[config.mk]
export PLATFORM = sky130hd
export DESIGN_NAME = lsu_flat
export DESIGN_NICKNAME = d
export VERILOG_FILES = /design/src/rtl/lsu_pkg.sv /design/src/rtl/lsu_if.sv /design/src/rtl/lsu_align.sv /design/src/rtl/lsu.sv /design/src/flat_wrapper.sv
export SDC_FILE = /design/constraint.sdc
export NUM_CORES = 1
export LEC_CHECK = 0
export BUFFER_PORTS_ARGS = -buffer_cell sky130_fd_sc_hd__buf_2
export CAP_MARGIN = 20
export CORE_ASPECT_RATIO = 0.6
export CORE_MARGIN = 4
export CORE_UTILIZATION = 42
export CTS_CLUSTER_DIAMETER = 80
export DETAILED_ROUTE_END_ITERATION = 6
export GPL_TIMING_DRIVEN = 0
export PLACE_DENSITY = 0.73
export SLEW_MARGIN = 20
export SYNTH_ARGS = -nofsm -noshare
export SYNTH_HDL_FRONTEND = slang
export SYNTH_SLANG_ARGS = --single-unit
[constraint.sdc]
create_clock -name clk -period 2.15 [get_ports clk]
set_clock_uncertainty 0.05 [all_clocks]
set_input_delay 0.215 -clock clk [delete_from_list [all_inputs] [get_ports clk]]
set_output_delay 0.215 -clock clk [all_outputs]
set_load 0.02 [all_outputs]
[src/rtl/lsu_pkg.sv]
// Shared LSU types: FSM states, funct3 encodings and access-size decode.
package lsu_pkg;

   typedef enum logic [1:0] {
      S_IDLE   = 2'd0,
      S_REQ    = 2'd1,
      S_WAIT_R = 2'd2,
      S_DONE   = 2'd3
   } lsu_state_e;

   localparam logic [2:0] F3_LB  = 3'b000;
   localparam logic [2:0] F3_LH  = 3'b001;
   localparam logic [2:0] F3_LW  = 3'b010;
   localparam logic [2:0] F3_LBU = 3'b100;
   localparam logic [2:0] F3_LHU = 3'b101;

   typedef enum logic [1:0] {
      SZ_BYTE = 2'd0,
      SZ_HALF = 2'd1,
      SZ_WORD = 2'd2
   } acc_size_e;

   // Undefined encodings fall through to word size.
   function automatic acc_size_e f3_size(input logic [2:0] f3);
      case (f3)
         F3_LB, F3_LBU: return SZ_BYTE;
         F3_LH, F3_LHU: return SZ_HALF;
         F3_LW:         return SZ_WORD;
         default:       return SZ_WORD;
      endcase
   endfunction

endpackage

[src/rtl/lsu_if.sv]
// Data-memory request/response bus between the LSU and the memory.
interface lsu_if;
   logic        dm_req;
   logic        dm_we;
   logic [31:0] dm_addr;
   logic [31:0] dm_wdata;
   logic [3:0]  dm_wstrb;
   logic        dm_gnt;
   logic        dm_rvalid;
   logic [31:0] dm_rdata;

   modport master (
      output dm_req, dm_we, dm_addr, dm_wdata, dm_wstrb,
      input  dm_gnt, dm_rvalid, dm_rdata
   );

   modport slave (
      input  dm_req, dm_we, dm_addr, dm_wdata, dm_wstrb,
      output dm_gnt, dm_rvalid, dm_rdata
   );
endinterface

[src/rtl/lsu_align.sv]
// Combinational byte-lane logic: store strobe/data, misalign check, load extract.
module lsu_align
   import lsu_pkg::*;
(
   input  logic [1:0]  st_off,
   input  logic [2:0]  st_funct3,
   input  logic [31:0] st_data,
   input  logic [1:0]  ld_off,
   input  logic [2:0]  ld_funct3,
   input  logic [31:0] ld_word,
   output logic [3:0]  wstrb,
   output logic [31:0] wdata,
   output logic [31:0] ld_data,
   output logic        misalign
);

   acc_size_e  st_sz;
   acc_size_e  ld_sz;
   logic       ld_signed;
   logic [7:0] ld_byte;
   logic [15:0] ld_half;

   assign st_sz     = f3_size(st_funct3);
   assign ld_sz     = f3_size(ld_funct3);
   assign ld_signed = ~ld_funct3[2];

   // Store lanes and alignment are judged on the live (execute-side) address.
   always_comb begin
      wstrb    = 4'b1111;
      wdata    = st_data;
      misalign = 1'b0;
      case (st_sz)
         SZ_BYTE: begin
            wstrb = 4'b0001 << st_off;
            wdata = {4{st_data[7:0]}};
         end
         SZ_HALF: begin
            wstrb    = 4'b0011 << {st_off[1], 1'b0};
            wdata    = {2{st_data[15:0]}};
            misalign = st_off[0];
         end
         default: misalign = |st_off;
      endcase
   end

   // Load lanes use the offset/funct3 latched when the request was issued.
   always_comb begin
      case (ld_off)
         2'd0:    ld_byte = ld_word[7:0];
         2'd1:    ld_byte = ld_word[15:8];
         2'd2:    ld_byte = ld_word[23:16];
         default: ld_byte = ld_word[31:24];
      endcase
      ld_half = ld_off[1] ? ld_word[31:16] : ld_word[15:0];
      case (ld_sz)
         SZ_BYTE: ld_data = {{24{ld_signed & ld_byte[7]}}, ld_byte};
         SZ_HALF: ld_data = {{16{ld_signed & ld_half[15]}}, ld_half};
         default: ld_data = ld_word;
      endcase
   end

endmodule

[src/rtl/lsu.sv]
// Load/store unit: single outstanding data-memory access, stalls the pipe while busy.
module lsu
   import lsu_pkg::*;
(
   input  logic        clk,
   input  logic        rst,
   input  logic        i_valid,
   input  logic [31:0] i_ALUout,
   input  logic [31:0] i_rs2_data,
   input  logic [2:0]  i_funct3,
   input  logic        i_DM_OE,
   input  logic        i_DM_WE,
   input  logic [4:0]  i_rd_addr,
   input  logic        i_rd_wr,
   lsu_if.master       dm,
   output logic [4:0]  o_rd_addr,
   output logic [31:0] o_ALUout,
   output logic        o_rd_wr,
   output logic        o_DM_OE,
   output logic [31:0] o_DM_data,
   output logic        o_stall,
   output logic        o_misalign
);

   lsu_state_e  state, state_nxt;
   logic        mem_op, mis_det, start, capture, req;
   logic [3:0]  al_wstrb;
   logic [31:0] al_wdata, al_ld_data;
   logic        al_mis;
   logic [1:0]  off_q;
   logic [2:0]  f3_q;
   logic        we_q;
   logic [3:0]  wstrb_q;
   logic [31:0] addr_q, wdata_q, dm_data_q;

   lsu_align u_align (
      .st_off    (i_ALUout[1:0]),
      .st_funct3 (i_funct3),
      .st_data   (i_rs2_data),
      .ld_off    (off_q),
      .ld_funct3 (f3_q),
      .ld_word   (dm.dm_rdata),
      .wstrb     (al_wstrb),
      .wdata     (al_wdata),
      .ld_data   (al_ld_data),
      .misalign  (al_mis)
   );

   assign mem_op  = i_valid & (i_DM_OE | i_DM_WE);
   assign mis_det = mem_op & al_mis;
   // Only IDLE accepts a new op; in DONE the stalled op is still on the inputs.
   assign start   = (state == S_IDLE) & mem_op & ~al_mis;

   // State register; reset drops any in-flight access.
   always_ff @(posedge clk or negedge rst) begin
      if (!rst) state <= S_IDLE;
      else      state <= state_nxt;
   end

   // Next state and control outputs; reset gates the combinational input paths.
   always_comb begin
      state_nxt  = state;
      capture    = 1'b0;
      req        = 1'b0;
      o_stall    = 1'b0;
      o_misalign = 1'b0;
      case (state)
         S_IDLE: begin
            o_stall    = rst & start;
            o_misalign = rst & mis_det;
            if (start) state_nxt = S_REQ;
         end
         S_REQ: begin
            req     = 1'b1;
            o_stall = 1'b1;
            if (dm.dm_gnt) state_nxt = we_q ? S_DONE : S_WAIT_R;
         end
         S_WAIT_R: begin
            o_stall = 1'b1;
            if (dm.dm_rvalid) begin
               capture   = 1'b1;
               state_nxt = S_DONE;
            end
         end
         default: state_nxt = S_IDLE;
      endcase
   end

   // Request fields are frozen at issue so the bus stays stable until grant.
   always_ff @(posedge clk or negedge rst) begin
      if (!rst) begin
         addr_q    <= 32'h0;
         wdata_q   <= 32'h0;
         wstrb_q   <= 4'b0000;
         we_q      <= 1'b0;
         off_q     <= 2'b00;
         f3_q      <= 3'b000;
         dm_data_q <= 32'h0;
      end else begin
         if (start) begin
            addr_q  <= {i_ALUout[31:2], 2'b00};
            off_q   <= i_ALUout[1:0];
            f3_q    <= i_funct3;
            we_q    <= i_DM_WE;
            wstrb_q <= i_DM_WE ? al_wstrb : 4'b0000;
            wdata_q <= i_DM_WE ? al_wdata : 32'h0;
         end
         if (capture) dm_data_q <= al_ld_data;
      end
   end

   assign dm.dm_req   = req;
   assign dm.dm_we    = we_q;
   assign dm.dm_addr  = addr_q;
   assign dm.dm_wdata = wdata_q;
   assign dm.dm_wstrb = wstrb_q;

   assign o_rd_addr = i_rd_addr;
   assign o_ALUout  = i_ALUout;
   assign o_DM_OE   = i_DM_OE;
   assign o_rd_wr   = i_valid & i_rd_wr & ~mis_det;
   assign o_DM_data = dm_data_q;

endmodule

[src/flat_wrapper.sv]
// flat-port wrapper written by rule: the top's interface ports become plain ports
module lsu_flat import lsu_pkg::*;
  (clk, rst, i_valid, i_ALUout, i_rs2_data, i_funct3, i_DM_OE, i_DM_WE, i_rd_addr, i_rd_wr, o_rd_addr, o_ALUout, o_rd_wr, o_DM_OE, o_DM_data, o_stall, o_misalign, dm_dm_req, dm_dm_we, dm_dm_addr, dm_dm_wdata, dm_dm_wstrb, dm_dm_gnt, dm_dm_rvalid, dm_dm_rdata);
  lsu_if dm_i ();
  input  logic clk;
  input  logic rst;
  input  logic i_valid;
  input  logic [31:0] i_ALUout;
  input  logic [31:0] i_rs2_data;
  input  logic [2:0] i_funct3;
  input  logic i_DM_OE;
  input  logic i_DM_WE;
  input  logic [4:0] i_rd_addr;
  input  logic i_rd_wr;
  output logic [4:0] o_rd_addr;
  output logic [31:0] o_ALUout;
  output logic o_rd_wr;
  output logic o_DM_OE;
  output logic [31:0] o_DM_data;
  output logic o_stall;
  output logic o_misalign;
  output wire logic [$bits(dm_i.dm_req)-1:0] dm_dm_req;
  output wire logic [$bits(dm_i.dm_we)-1:0] dm_dm_we;
  output wire logic [$bits(dm_i.dm_addr)-1:0] dm_dm_addr;
  output wire logic [$bits(dm_i.dm_wdata)-1:0] dm_dm_wdata;
  output wire logic [$bits(dm_i.dm_wstrb)-1:0] dm_dm_wstrb;
  input wire logic [$bits(dm_i.dm_gnt)-1:0] dm_dm_gnt;
  input wire logic [$bits(dm_i.dm_rvalid)-1:0] dm_dm_rvalid;
  input wire logic [$bits(dm_i.dm_rdata)-1:0] dm_dm_rdata;
  assign dm_dm_req = dm_i.dm_req;
  assign dm_dm_we = dm_i.dm_we;
  assign dm_dm_addr = dm_i.dm_addr;
  assign dm_dm_wdata = dm_i.dm_wdata;
  assign dm_dm_wstrb = dm_i.dm_wstrb;
  assign dm_i.dm_gnt = dm_dm_gnt;
  assign dm_i.dm_rvalid = dm_dm_rvalid;
  assign dm_i.dm_rdata = dm_dm_rdata;
  lsu u_core (.clk(clk), .rst(rst), .i_valid(i_valid), .i_ALUout(i_ALUout), .i_rs2_data(i_rs2_data), .i_funct3(i_funct3), .i_DM_OE(i_DM_OE), .i_DM_WE(i_DM_WE), .i_rd_addr(i_rd_addr), .i_rd_wr(i_rd_wr), .dm(dm_i), .o_rd_addr(o_rd_addr), .o_ALUout(o_ALUout), .o_rd_wr(o_rd_wr), .o_DM_OE(o_DM_OE), .o_DM_data(o_DM_data), .o_stall(o_stall), .o_misalign(o_misalign));
endmodule
==> metrics.cfg, run 1 <==
[floorplanning]
rows = 31
fp.dieW_um = 154
start_util_pct = 43.8
io_pins = 255
coreArea_mm2 = 0.0123
die_y_um = 95.7
dieArea_mm2 = 0.0148

[global_route]
gr-total-overflow = 0
antenna_found_initial = 0
grt_max_degree = 77
grt_usage_pct = 22.5
grt_pass1_vias = 4946
grt_pass1_wl_um = 26200

[pwr]
p_comb_share_pct = 48.3
netSwitchingFraction_pct = 43.8
intPower_uw = 5600
pwr-share-clk_pct = 16.6
cellLeakagePower_uw = 0.00377
p_switching_uw = 4360
ir_drop_uv = 798
power_density_mw_per_mm2 = 1380
seqPwrFrac_pct = 35.1

[synthesis]
postSynthCellCount = 537
synth_area_per_cell_um2 = 10.0
yosysTopAreaCell = dfrtp_1
syn-cell-area_mm2 = 0.00538
ys_seq_area_share_pct = 49.3
ys.warnings.count = 0
ys_top_cells_by_area = dfrtp_1 49%, mux2_1 7.3%, nand2_1 6.4%
synth_edf_count = 0
synth_cell_types = 45
synth_seq_cells = 106
synth_top_area_share_pct = 49.3
ys.flop_type = dfrtp_1
async_flop_share_pct = 100

[timing]
finalSetupViolations = 0
rsz0062_at_grt = no
timing.fmax_mhz = 519
worst_slew_pin_slew_ns = 0.792
maxSlewHeadroom_pct = 47.1
slew_viol_final = 0
whs_ns = 0.0361
period_needed_ns = 1.93
hold_violations = 0
finalCritPeriodShare_pct = 89.6

[detailed_routing]
drtPass1Iterations = 5
drc_errors = 0
wirelength_um = 17100
antenna_left = 0
drt-wirelength-per-cell_um = 17.7
initialDrtViolationCount = 338
via_count = 5024
post_drt_via_cell_ratio = 5.18

[clock_tree]
cts_buffers = 9
clk_path_buf_depth = 2
cts.sinks = 106
clockRootBuffer = clkbuf_16
cts_tree = done
clock_latency_ns = 0.34
clk_pin_slew_ns = 0.07
cts-htree-levels = 3

[critical_path]
cp_max_fo = 6
start_kind = register
critical-path-top-delay-family = flip-flops
cp.buffers_inverters = 2
worstSetupPathType = register to output pin
cp.required_ns = 1.88
crit_chain = inv_1 -> ha_1 -> a41oi_1 -> nor2_1 -> buf_2
cpPeakStageDelay_ns = 0.42
cp.arrival_ns = 1.66
cp-end-kind = output pin
critPathSlowestCell = dfrtp_1
r2r_setup_slack_ns = 0.23

[cells_and_area]
area.growth.synth_to_final_pct = 34.4
layout.cells.non_filler = 970
final_layout_size_suffix_gt1_share_pct = 41.6
final-seq-area_mm2 = 0.00265
finalInstanceArea_mm2 = 0.00723
diodes = 0
fillers = 1077
multi_input_area_mm2 = 0.00226
final_cell_mix = 260 x buf_2, 106 x dfrtp_1, 92 x nand2_1
postLayoutCoreUtil_pct = 58.8
layout_commonest_cell = buf_2
nets = 916

[place]
dp_cells = 951
place_congestion = 0.936
io_buffer_count = 247
placed_area_mm2 = 0.00686
dp_hpwl_um = 13700

[status]
outcome = complete, no violations

[min_path]
min_path_type = primary input to register

[run]
drv_cap = 0

power by group through the flow:
stage | clock [uW] | sequential (uW) | combinational, uW
final | 1650 | 3500 | 4810
after floorplan | 0 | 4540 | 1950
after global placement | 0 | 3470 | 4700
after detailed placement | 0 | 3530 | 4800
after CTS | 1700 | 3500 | 4810
after global routing | 1800 | 3620 | 5210
final timing paths:
check | start | endpoint | cells past startpoint
min in group asynchronous | rst | u_core.dm.dm_addr[31] | 3
max in group asynchronous | rst | u_core.dm.dm_addr[11] | 3
min reg2reg | u_core.dm.dm_wdata[27] | u_core.dm.dm_wdata[27] | 2
max reg2reg | u_core.state[0] | u_core.o_DM_data[11] | 6
max | u_core.state[0] | o_stall | 5
min | i_funct3[2] | u_core.f3_q[2] | 2
state kept, by name, summed over array words and instances, names as in the netlist:
signal and count:
u_core.dm.dm_wstrb 4, u_core.dm.dm_addr 30, u_core.state 2, u_core.off_q 2
u_core.f3_q 3, u_core.dm.dm_we 1, u_core.dm.dm_wdata 32, u_core.o_DM_data 32
per-layer routing:
metal  wire length (um)  global-route usage, %  vias to the layer above
met3               1690                   7.77                       17
li1                   -                      -                     2362
met4                179                   5.29                        0
met5                  0                      0                        -
met1               7700                   31.4                     2406
met2               7560                   34.2                      239
area by class of cell:
class                      instances  share of cell area [%]
clock inverter                     7                    1.07
buffer                            76                    6.38
multi-input combinational        349                    31.2
clock buffer                       9                    3.11
sequential                       106                    36.7
inverter                           7                   0.363
timing repair buffer             251                    18.3
tap                              165                    2.85
cells by family (layout without fill, tap and decap cells):
family	count (synthesis)	in the layout	synth area share, %
simple gates	162	162	13.1
buf+inv	83	350	8.97
mux	70	70	14.1
flops	106	106	49.3
other cells	1	2	0.0697
compound gates	111	111	13.5
fa+ha+maj	4	4	0.930
metrics by stage:
step	setup slack [ns]	setup TNS (ns)	total power (uW)
6_report	0.223	0	9960
3_5_place_dp	0.0737	0	8320
4_1_cts	0.0551	0	10000
3_3_place_gp	-0.833	-38.02	8170
5_1_grt	0.0807	0	10600
2_1_floorplan	0.501	0	6500
Yosys cell counts, types with 4 or more instances:
library cell	count
a21oi_1	17
mux2i_1	31
inv_1	5
nand2_1	92
o22a_1	6
dfrtp_1	106
a221oi_1	7
clkbuf_1	20
o2bb2ai_1	6
nand3_1	35
a22oi_1	6
mux2_1	35
o31ai_1	17
ha_1	4
buf_4	41
nor2_1	20
buf_2	14
o21ai_0	38
timing repair:
action                     in CTS  in global routing
setup endpoints to repair       0                 19
hold endpoints to repair       32                  0
buffers inserted                0                  0
gates resized for setup         0                  9
hold buffers                    2                  0
(Power assumes the default switching activity.)
==> inputs of run 2 (changes only) <==
Clock period 2.15 ns to 1.9 ns, I/O delays scaled along.
==> metrics.cfg, run 2 (synthesis results as in run 1) <==
[critical_path]
timing.rr.start = u_core.state[0]
r2r_end = u_core.dm.dm_addr[27]
cp_max_fo = 6  ; unchanged
start_kind = register
critPathSlowestCell = dfrtp_1
cp-end-kind = output pin
cp.buffers_inverters = 2  ; unchanged
cp.arrival_ns = 1.58  ; -0.08 ns
worstSetupPathType = register to output pin
crit_chain = inv_1 -> ha_2 -> a41oi_1 -> nor2_1 -> buf_2
critical-path-top-delay-family = flip-flops
cpPeakStageDelay_ns = 0.42  ; about the same
rr_worst_depth = 5  ; -1
r2r_setup_slack_ns = 0.10  ; -0.13 ns
cp.required_ns = 1.66  ; -0.22 ns

[cells_and_area]
layout_commonest_cell = buf_2
postLayoutCoreUtil_pct = 59.2  ; +0.33 points
area.growth.synth_to_final_pct = 35.1
nets = 916  ; unchanged
fillers = 1062  ; -1.4%
finalInstanceArea_mm2 = 0.00727  ; +0.55%
final_layout_size_suffix_gt1_share_pct = 42.6  ; +0.99 points
final_cell_mix = 259 x buf_2, 106 x dfrtp_1, 92 x nand2_1
diodes = 0  ; unchanged

[pwr]
power.total_uw = 11300  ; +14%
pwr-share-clk_pct = 16.5  ; about the same
seqPwrFrac_pct = 35.0  ; about the same
intPower_uw = 6360  ; +14%
power_density_mw_per_mm2 = 1560  ; +13%
netSwitchingFraction_pct = 43.8  ; +0.063 points
cellLeakagePower_uw = 0.00379  ; +0.49%
ir_drop_uv = 907  ; +14%
p_comb_share_pct = 48.5  ; +0.2 points
p_switching_uw = 4960  ; +14%

[detailed_routing]
drc_errors = 0  ; unchanged
drt-wirelength-per-cell_um = 17.7  ; about the same
initialDrtViolationCount = 363  ; +7.4%
via_count = 5079  ; +1.1%
wirelength_um = 17100  ; about the same
post_drt_via_cell_ratio = 5.24  ; +1.1%
drtPass1Iterations = 5  ; unchanged
antenna_left = 0  ; unchanged

[global_route]
antenna_found_initial = 0  ; unchanged
grt_usage_pct = 22.7  ; +0.13 points
grt_pass1_wl_um = 26300  ; +0.50%
grt_max_degree = 77  ; unchanged
grt_pass1_vias = 4945  ; -0.020%
gr-total-overflow = 0  ; unchanged

[floorplanning]
start_util_pct = 43.8  ; unchanged
rows = 31  ; unchanged
die_y_um = 95.7  ; unchanged
dieArea_mm2 = 0.0148  ; unchanged
fp.dieW_um = 154  ; unchanged
coreArea_mm2 = 0.0123  ; unchanged
io_pins = 255  ; unchanged

[timing]
fin_tns_setup_ns = 0  ; unchanged
finalSetupViolations = 0  ; unchanged
period_needed_ns = 1.82
finalCritPeriodShare_pct = 96.0
hold_violations = 74  ; +74
rsz0062_at_grt = yes
slew_viol_final = 0  ; unchanged
whs_ns = -0.206  ; -0.242 ns
worst_slew_pin_slew_ns = 0.825  ; +0.0329 ns
maxSlewHeadroom_pct = 44.9  ; -2.2 points
timing.fmax_mhz = 548

[clock_tree]
clk_pin_slew_ns = 0.07  ; about the same
cts-htree-levels = 3  ; unchanged
clockRootBuffer = clkbuf_16
clk_path_buf_depth = 2  ; unchanged
hold_buffers = 4  ; +2
clock_latency_ns = 0.34  ; about the same
cts_setup_buffers = 0  ; unchanged
cts.sinks = 106  ; unchanged
cts_tree = done
cts_buffers = 9  ; unchanged

[place]
place_congestion = 0.936  ; unchanged
placed_area_mm2 = 0.00686  ; unchanged
dp_hpwl_um = 13700  ; unchanged
io_buffer_count = 247  ; unchanged

[status]
violations = hold timing
outcome = finished, violations left

[run]
drv_cap = 0  ; unchanged

[min_path]
min_path_type = primary input to asynchronous set/reset pin

## run 2: per-layer routing
layer,global-route usage [%],wire [um],up-vias
li1,-,-,2365
met1,31.6,7600,2453
met2,34.5,7680,247
met3,7.73,1700,14
met4,5.14,157,0
met5,0,0,-
## run 2: cell type report
type | count | area, um^2 | area share, %
Buffer | 75 | 468 | 6.43
Inverter | 7 | 26.3 | 0.361
Clock inverter | 7 | 77.6 | 1.07
Timing Repair Buffer | 252 | 1330 | 18.3
Multi-Input combinational cell | 349 | 2290 | 31.5
Tap cell | 165 | 206 | 2.84
Clock buffer | 9 | 225 | 3.10
Sequential cell | 106 | 2650 | 36.5
## run 2: power by group through the flow
stage / logic, uW / clock network [uW] / registers [uW]
after floorplan: 2210 / 0 / 5140
after global routing: 5940 / 2040 / 4100
after detailed placement: 5430 / 0 / 3990
after CTS: 5460 / 1920 / 3960
after global placement: 5320 / 0 / 3930
final: 5490 / 1870 / 3960
## run 2: repair_timing
| action | in CTS | in global routing |
|---|---|---|
| hold endpoints to repair | 33 | 74 |
| resized for setup | 4 | 19 |
| setup endpoints to repair | 83 | 46 |
## run 2: worst max-delay path by stage
stage / start / to / slack (ns) / depth (start not counted)
5_1_grt: u_core.state[0] / o_stall / -0.04 / 5
2_1_floorplan: u_core.state[1] / u_core.state[0] / 0.25 / 4
4_1_cts: u_core.state[0] / u_core.o_DM_data[8] / 0.03 / 6
3_3_place_gp: rst / o_stall / -1.03 / 4
6_report: u_core.state[0] / o_stall / 0.08 / 5
3_5_place_dp: u_core.state[0] / u_core.o_DM_data[29] / -0.18 / 7
## run 2: metrics by stage
stage	worst slack [ns]	std cells
after floorplan	0.251	538
after global placement	-1.03	950
after detailed placement	-0.176	951
after CTS	0.0313	970
after global routing	-0.0391	970
final	0.0758	970
